$ cat src/rtl/alu_sequencer.sv
// Multi-cycle control FSM for the 16-bit course CPU: accepts one instruction, decodes it,
// steps the operand stage and ALU, then issues one write-back pulse with the ALU result.
module alu_sequencer #(
  parameter int unsigned RF_AW = 3,
  parameter int unsigned CNT_W = 16
) (
  input  logic             clk,
  input  logic             rst,
  input  logic             instr_valid,
  input  logic [15:0]      instr,
  output logic             instr_ready,
  output logic [RF_AW-1:0] rf_ra_addr,
  output logic [RF_AW-1:0] rf_rb_addr,
  output logic [7:0]       offset,
  output logic             alu_en,
  output logic             alu_in_sel,
  output logic [3:0]       alu_op,
  input  logic [15:0]      alu_result,
  output logic             wb_en,
  output logic [RF_AW-1:0] wb_addr,
  output logic [15:0]      wb_data,
  output logic             busy,
  output logic             halted,
  output logic             illegal,
  output logic [CNT_W-1:0] retired
);

  typedef enum logic [2:0] {
    StIdle, StDecode, StOperand, StExec, StWb, StHalt
  } state_e;

  state_e           r_state, w_state_next;
  logic [15:0]      r_ir;
  logic [RF_AW-1:0] r_ra, r_rb, r_wb_addr;
  logic [7:0]       r_offset;
  logic             r_alu_en, r_sel, r_wb_en, r_illegal;
  logic [3:0]       r_op;
  logic [15:0]      r_wb_data;
  logic [CNT_W-1:0] r_retired;

  logic [4:0] w_opcode;
  logic [3:0] w_op;
  logic       w_is_alu, w_is_imm, w_is_halt, w_is_illegal;

  assign w_opcode = r_ir[15:11];

  always_comb begin
    w_op         = 4'd0;
    w_is_alu     = 1'b0;
    w_is_imm     = 1'b0;
    w_is_halt    = 1'b0;
    w_is_illegal = 1'b0;
    case (w_opcode)
      5'd0:  ;
      5'd1:  w_is_halt = 1'b1;
      5'd2:  begin w_is_alu = 1'b1; w_op = 4'd0; end
      5'd3:  begin w_is_alu = 1'b1; w_op = 4'd1; end
      5'd4:  begin w_is_alu = 1'b1; w_op = 4'd2; end
      5'd5:  begin w_is_alu = 1'b1; w_op = 4'd3; end
      5'd6:  begin w_is_alu = 1'b1; w_op = 4'd4; end
      5'd7:  begin w_is_alu = 1'b1; w_op = 4'd5; end
      5'd8:  begin w_is_alu = 1'b1; w_op = 4'd6; end
      5'd9:  begin w_is_alu = 1'b1; w_is_imm = 1'b1; w_op = 4'd0; end
      5'd10: begin w_is_alu = 1'b1; w_is_imm = 1'b1; w_op = 4'd1; end
      default: w_is_illegal = 1'b1;
    endcase
  end

  always_ff @(posedge clk) begin
    if (rst) r_state <= StIdle;
    else     r_state <= w_state_next;
  end

  always_comb begin
    w_state_next = r_state;
    unique case (r_state)
      StIdle:    if (instr_valid) w_state_next = StDecode;
      StDecode: begin
        if (w_is_alu)       w_state_next = StOperand;
        else if (w_is_halt) w_state_next = StHalt;
        else                w_state_next = StIdle;
      end
      StOperand: w_state_next = StExec;
      StExec:    w_state_next = StWb;
      StWb:      w_state_next = StIdle;
      StHalt:    w_state_next = StHalt;
      default:   w_state_next = StIdle;
    endcase
  end

  always_comb begin
    instr_ready = (r_state == StIdle) && !rst;
    busy        = (r_state != StIdle);
    halted      = (r_state == StHalt);
  end

  // Decoded fields are only written in DECODE, so they hold until the next instruction.
  always_ff @(posedge clk) begin
    if (rst) begin
      r_ir      <= '0;
      r_ra      <= '0;
      r_rb      <= '0;
      r_offset  <= '0;
      r_alu_en  <= 1'b0;
      r_sel     <= 1'b0;
      r_op      <= '0;
      r_wb_en   <= 1'b0;
      r_wb_addr <= '0;
      r_wb_data <= '0;
      r_illegal <= 1'b0;
      r_retired <= '0;
    end else begin
      r_alu_en <= (r_state == StDecode) && w_is_alu;
      r_wb_en  <= (r_state == StExec);
      if (r_state == StIdle && instr_valid) r_ir <= instr;
      if (r_state == StDecode) begin
        r_op      <= w_op;
        r_sel     <= !w_is_imm;
        r_ra      <= w_is_imm ? RF_AW'(r_ir[10:8]) : RF_AW'(r_ir[7:5]);
        r_rb      <= w_is_imm ? '0 : RF_AW'(r_ir[4:2]);
        r_offset  <= r_ir[7:0];
        r_wb_addr <= RF_AW'(r_ir[10:8]);
        if (w_is_illegal) r_illegal <= 1'b1;
      end
      if (r_state == StExec) begin
        r_wb_data <= alu_result;
        r_retired <= r_retired + CNT_W'(1);
      end
    end
  end

  assign rf_ra_addr = r_ra;
  assign rf_rb_addr = r_rb;
  assign offset     = r_offset;
  assign alu_en     = r_alu_en;
  assign alu_in_sel = r_sel;
  assign alu_op     = r_op;
  assign wb_en      = r_wb_en;
  assign wb_addr    = r_wb_addr;
  assign wb_data    = r_wb_data;
  assign illegal    = r_illegal;
  assign retired    = r_retired;

endmodule

$ cat config.mk
export PLATFORM = sky130hd
export DESIGN_NAME = alu_sequencer
export DESIGN_NICKNAME = d
export VERILOG_FILES = /design/src/rtl/alu_sequencer.sv
export SDC_FILE = /design/constraint.sdc
export NUM_CORES = 1
export LEC_CHECK = 0
export ABC_AREA = 1
export CAP_MARGIN = 20
export CORE_UTILIZATION = 38
export CTS_BUF_LIST = sky130_fd_sc_hd__clkbuf_2
export CTS_CLUSTER_DIAMETER = 60
export DETAILED_ROUTE_END_ITERATION = 10
export DONT_BUFFER_PORTS = 1
export HOLD_SLACK_MARGIN = 0.15
export PLACE_DENSITY = 0.52
export SLEW_MARGIN = 20
export SYNTH_ARGS = -nofsm -noshare
export SYNTH_HDL_FRONTEND = slang
export SYNTH_SLANG_ARGS = --single-unit
$ cat constraint.sdc
create_clock -name clk -period 2.3 [get_ports clk]
set_clock_uncertainty 0.2 [all_clocks]
set_input_delay 0.345 -clock clk [delete_from_list [all_inputs] [get_ports clk]]
set_output_delay 0.345 -clock clk [all_outputs]
set_load 0.05 [all_outputs]
==> results.py, run 1 <==
metrics = {
    "logic_synthesis": {
        "ys_ff_latch": 75,
        "synth-seq-area-share_pct": 50.3,
        "synth_area_leaders": "dfxtp_1 (50%), o21ai_0 (9.6%), nor2_1 (8.0%), a21oi_1 (7.9%), inv_1 (6.5%)",
        "syn-cell-area_mm2": 0.00299,
        "synth.avg_cell_area_um2": 7.44,
        "synth.distinct_cells": 23,
        "ys_warn_count": 0,
        "synth_edf_count": 0,
        "async_flop_share_pct": 0,
        "syn-num-nets": 437,
        "ys.flop_type": "dfxtp_1",
        "synth_top_area_cell": "dfxtp_1",
        "postSynthCellCount": 401,
        "synth_top_cell_area_share_pct": 50.3,
    },
    "worst_hold_path": {
        "hold_class": "reg -> reg",
    },
    "power": {
        "p_per_area_mw_per_mm2": 744,
        "leakage_nw": 1.65,
        "peakVddDrop_v": 0.000399,
    },
    "grt": {
        "overflow": 0,
        "grt_pass1_vias": 2538,
        "grtUsageMet3_pct": 5.22,
        "globalRouteMet1Util_pct": 21.9,
        "grt_pass1_wl_mm": 11.9,
        "grt_use_total_pct": 18.3,
        "grt_antenna_before_repair": 0,
        "use_met2_pct": 29.4,
        "busiest_layer": "met2",
        "grt_start_max_net_pins": 40,
    },
    "outcome": {
        "status": "finished, final reports clean",
    },
    "place": {
        "placed_cells": 504,
        "place_hpwl_mm": 4.57,
        "place_area_mm2": 0.00319,
        "port_buffers": 0,
        "gp_congestion": 0.754,
    },
    "route": {
        "drc": 0,
        "ant_nets": 0,
        "drt_first_pass_iters": 4,
        "drtIter0Drc": 115,
        "via_per_inst": 4.78,
        "wl_per_cell_um": 12.9,
        "dr_total_vias": 2725,
        "routed_wl_mm": 7.33,
    },
    "worst_setup_path": {
        "end_kind": "output pin",
        "cp.arrival_ns": 1.53,
        "path_cells": "inv_1 -> nor2_1 -> inv_1 -> nor2_1 -> buf_4",
        "worstPathRequired_ns": 1.75,
        "worst-setup-path-type": "reg -> out",
        "max_stage_delay_ns": 0.39,
        "slowest_stage": "dfxtp_1",
        "start_kind": "register",
        "cp_max_fo": 3,
    },
    "cts": {
        "clk_latency_ns": 0.50,
        "cts_root_buffer": "clkbuf_2",
        "clock_path_buffers": 2,
        "cts_buffers": 9,
        "cts_tree": "built",
        "htreeDepth": 3,
        "clk_pin_slew_ns": 0.22,
        "numClockSinks": 75,
        "post_cts_buffers": 0,
    },
    "die": {
        "die_w_um": 90.6,
        "row_count": 31,
        "coreArea_mm2": 0.00741,
        "initial_core_util_pct": 40.3,
        "die_y_um": 90.6,
        "dieArea_mm2": 0.00821,
        "ios": 95,
    },
    "sta": {
        "final-setup-viol-count": 0,
        "finalHoldViolCount": 0,
        "fin_crit_sh_pct": 90.3,
        "rsz0062_at_grt": "false",
        "worst_pin_slew_ns": 0.684,
        "period_needed_ns": 2.08,
        "fin_tns_setup_ns": 0,
        "relSlewSlack_pct": 54.4,
        "max_freq_mhz": 481,
        "maxSlewViolCount": 0,
    },
    "finish": {
        "final_util_pct": 51.4,
        "antenna_cells": 0,
        "drive_gt1_share_pct": 9.98,
        "mostFrequentLayoutCell": "dfxtp_1",
        "nets": 502,
        "final_cells": 570,
        "layout_common_cells": "dfxtp_1 (75), nor2_1 (64), o21ai_0 (57)",
        "post-route-cell-area_mm2": 0.00381,
        "syn_to_final_growth_pct": 27.7,
    },
    "job": {
        "cap_violations": 0,
    },
}
-- where the power goes --
part / internal [mW] / switching [mW]
clock: 0.246 / 0.477
sequential: 1.41 / 0.278
combinational: 0.177 / 0.252
total: 1.83 / 1.01
-- logic make-up (layout without fill, tap and decap cells) --
kind of cell    count (synthesis)  in the layout  share of synthesized area (%)
fa+ha+maj                       1              1                          0.419
other cells                     1              1                          0.126
buf+inv                        73            143                           9.85
simple gates                  135            135                           19.1
compound gates                116            116                           20.2
flops                          75             75                           50.3
-- worst paths after layout --
check,startpoint,endpoint,slack [ns],cells past startpoint
worst min-delay path,r_ir[2],r_ir[2],0.26,2
worst min register to register,r_ir[2],r_ir[2],0.26,2
worst max register to register,r_state[2],r_ir[13],0.27,6
worst max-delay path,r_state[0],halted,0.22,5
-- critical path, delay by kind of cell, from the launching register on --
family / cells / cell delay, ns
and+or+nand+nor: 2 / 0.31
DFF: 1 / 0.39
buffers and inverters: 3 / 0.35
-- metrics by stage --
stage,worst slack (ns),hold slack [ns],total power [mW]
after floorplan,0.142,0.220,1.97
after global placement,0.559,0.217,2.05
after detailed placement,0.518,0.219,2.05
after CTS,0.0565,0.240,2.87
after global routing,0.0396,0.276,2.99
final,0.223,0.260,2.84
-- layer usage --
metal	wire length (um)	vias to the layer above
li1	-	1416
met3	443	11
met5	0	-
met4	116	0
met1	3360	1223
met2	3410	75
-- cell usage after synthesis (2+ instances only) --
cell / count
clkbuf_1: 12
o21a_1: 4
inv_1: 52
a21oi_1: 47
nor2_1: 64
o21ai_0: 57
buf_2: 4
dfxtp_1: 75
o211ai_1: 2
nand3_1: 7
nand2_4: 2
buf_4: 4
nor2_4: 3
nor3_1: 5
o21ai_1: 2
a31oi_1: 3
nand4_1: 2
nand2_1: 51
-- cell type report --
cell class | count | area (um2)
fillers | 751 | 3600
flip-flops and latches | 75 | 1500
multi-input cells | 253 | 1190
repair buffers | 74 | 683
inverters | 53 | 199
well taps | 99 | 124
clock inverters | 7 | 68.8
clock buffers | 9 | 45.0
-- registers in the layout, summed over array words and instances, names as in the netlist, 3 cells and up --
register    count
retired        16
r_ir           16
wb_addr         3
rf_rb_addr      3
rf_ra_addr      3
wb_data        16
offset          8
alu_op          3
r_state         3
-- timing repair --
item | CTS | global route
hold endpoints to repair | 75 | 0
gates resized for setup | 0 | 1
hold buffers | 50 | 0
endpoints found under the setup margin | 0 | 7
No activity file was read; power rests on OpenSTA's default activity.
==> inputs of run 2 (changes only) <==
REMOVE_ABC_BUFFERS = 1   (was unset)
==> run 2 against run 1 <==
Against the previous run: clock-buffer cell count increased by 1; die area unchanged; worst setup slack improved by 0.048 ns; core utilization decreased by 2.6 points; non-clock buffer count decreased by 16; critical path type unchanged; total power decreased by 6.3%; critical endpoint unchanged; register-to-register slack improved by 0.35 ns.
==> results.py, run 2 (same netlist as run 1, synthesis figures left out) <==
metrics = {
    "outcome": {
        "status": "finished, final reports clean",
    },
    "die": {
        "initial_core_util_pct": 40.3,
        "coreArea_mm2": 0.00741,
        "dieArea_mm2": 0.00821,
        "die_w_um": 90.6,
        "row_count": 31,
        "die_y_um": 90.6,
        "ios": 95,
    },
    "place": {
        "gp_congestion": 0.777,
        "place_area_mm2": 0.00319,
        "place_hpwl_mm": 4.52,
        "port_buffers": 0,
        "placed_cells": 504,
    },
    "power": {
        "p_sw_uw": 972,
        "leakage_nw": 1.56,
        "p_clk_share_pct": 22.0,
        "switching_share_pct": 36.6,
        "p_per_area_mw_per_mm2": 734,
        "finalPower_mw": 2.66,
        "peakVddDrop_v": 0.000426,
        "p_comb_share_pct": 14.7,
        "intPower_mw": 1.69,
        "seqPwrFrac_pct": 63.3,
    },
    "sta": {
        "finalHoldViolCount": 0,
        "fin_tns_setup_ns": 0,
        "max_freq_mhz": 493,
        "relSlewSlack_pct": 56.4,
        "hold-worst-slack_ns": 0.257,
        "fin_crit_sh_pct": 88.2,
        "period_needed_ns": 2.03,
        "maxSlewViolCount": 0,
        "worst_pin_slew_ns": 0.654,
        "final-setup-viol-count": 0,
        "rsz0062_at_grt": "false",
    },
    "cts": {
        "htreeDepth": 3,
        "clock_path_buffers": 2,
        "clk_pin_slew_ns": 0.19,
        "cts_tree": "built",
        "clk_latency_ns": 0.49,
        "post_cts_buffers": 0,
        "cts_root_buffer": "clkbuf_2",
        "numClockSinks": 75,
        "cts_buffers": 9,
    },
    "worst_setup_path": {
        "end_kind": "output pin",
        "worst-setup-path-type": "reg -> out",
        "cp_max_fo": 3,
        "r2r_setup_slack_ns": 0.62,
        "start_kind": "register",
        "worstPathRequired_ns": 1.75,
        "r2r_cells": 7,
        "cp.arrival_ns": 1.48,
    },
    "finish": {
        "post-route-cell-area_mm2": 0.00362,
        "final_cells": 554,
        "nets": 486,
        "layout_common_cells": "dfxtp_1 (75), nor2_1 (63), o21ai_0 (57)",
        "syn_to_final_growth_pct": 21.2,
        "mostFrequentLayoutCell": "dfxtp_1",
        "drive_gt1_share_pct": 10.1,
        "antenna_cells": 0,
    },
    "grt": {
        "grt_start_max_net_pins": 33,
        "overflow": 0,
        "grt_pass1_vias": 2496,
        "grt_use_total_pct": 18.1,
        "grt_antenna_before_repair": 0,
        "grt_pass1_wl_mm": 11.8,
    },
    "route": {
        "drtIter0Drc": 55,
        "dr_total_vias": 2651,
        "ant_nets": 0,
        "drc": 0,
        "wl_per_cell_um": 12.6,
        "routed_wl_mm": 6.98,
        "via_per_inst": 4.79,
        "drt_first_pass_iters": 4,
    },
    "job": {
        "cap_violations": 0,
    },
    "worst_hold_path": {
        "hold_class": "reg -> reg",
        "hold_depth": 2,
    },
}
run 2: changes by cell type in the layout (fill, tap and decap cells not counted):
cell / previous run / this run
clkinv_2: 3 / 2
dlygate4sd3_1: 49 / 34
clkinv_4: 1 / 0
clkbuf_2: 9 / 10
bufinv_16: 1 / 0
clkinv_1: 0 / 2
nor2_1: 64 / 63
nor2_2: 0 / 1
dlymetal6s4s_1: 1 / 0
run 2: worst max-delay path, stage by stage, from the launching register on:
cell     delay [ns]
dfxtp_1        0.40
inv_1          0.07
nor2_2         0.12
inv_1          0.06
nor2_1         0.13
buf_4          0.23
run 2: final timing paths:
check | startpoint | to
max | r_state[0] | halted
min | r_ir[2] | r_ir[2]
max reg2reg | r_state[0] | offset[6]
min reg2reg | r_ir[2] | r_ir[2]
run 2: cell type report:
class / instances / area [um2]
timing repair buffer: 58 / 520
tap: 99 / 124
clock buffer: 10 / 50.0
fill: 754 / 3790
sequential: 75 / 1500
multi-input combinational: 253 / 1190
inverter: 53 / 199
clock inverter: 6 / 32.5
run 2: timing repair:
| action | CTS | global route |
|---|---|---|
| hold endpoints to repair | 68 | 0 |
| setup endpoints to repair | 0 | 1 |
| hold buffers | 34 | 0 |
| gates resized for setup | 0 | 1 |
run 2: power groups by stage:
stage | combinational (mW) | clock (mW) | sequential (mW)
after floorplan | 0.244 | 0 | 1.70
after global placement | 0.332 | 0 | 1.71
after detailed placement | 0.339 | 0 | 1.71
after CTS | 0.390 | 0.619 | 1.68
after global routing | 0.447 | 0.668 | 1.70
final | 0.390 | 0.585 | 1.68
run 2: layer usage:
layer | track usage (%) | up-vias | part of all wire (%)
met5 | 0 | - | 0
met2 | 28.9 | 78 | 46
met1 | 22.7 | 1187 | 47
met3 | 4.88 | 6 | 6.7
met4 | 8.06 | 0 | 0.77
li1 | - | 1380 | -
run 2: metrics by stage:
step / setup slack (ns) / util, %
3_5_place_dp: 0.642 / 43.1
6_report: 0.270 / 48.9
4_1_cts: 0.183 / 48.8
3_3_place_gp: 0.704 / 43.1
5_1_grt: 0.0705 / 48.9
2_1_floorplan: 0.142 / -
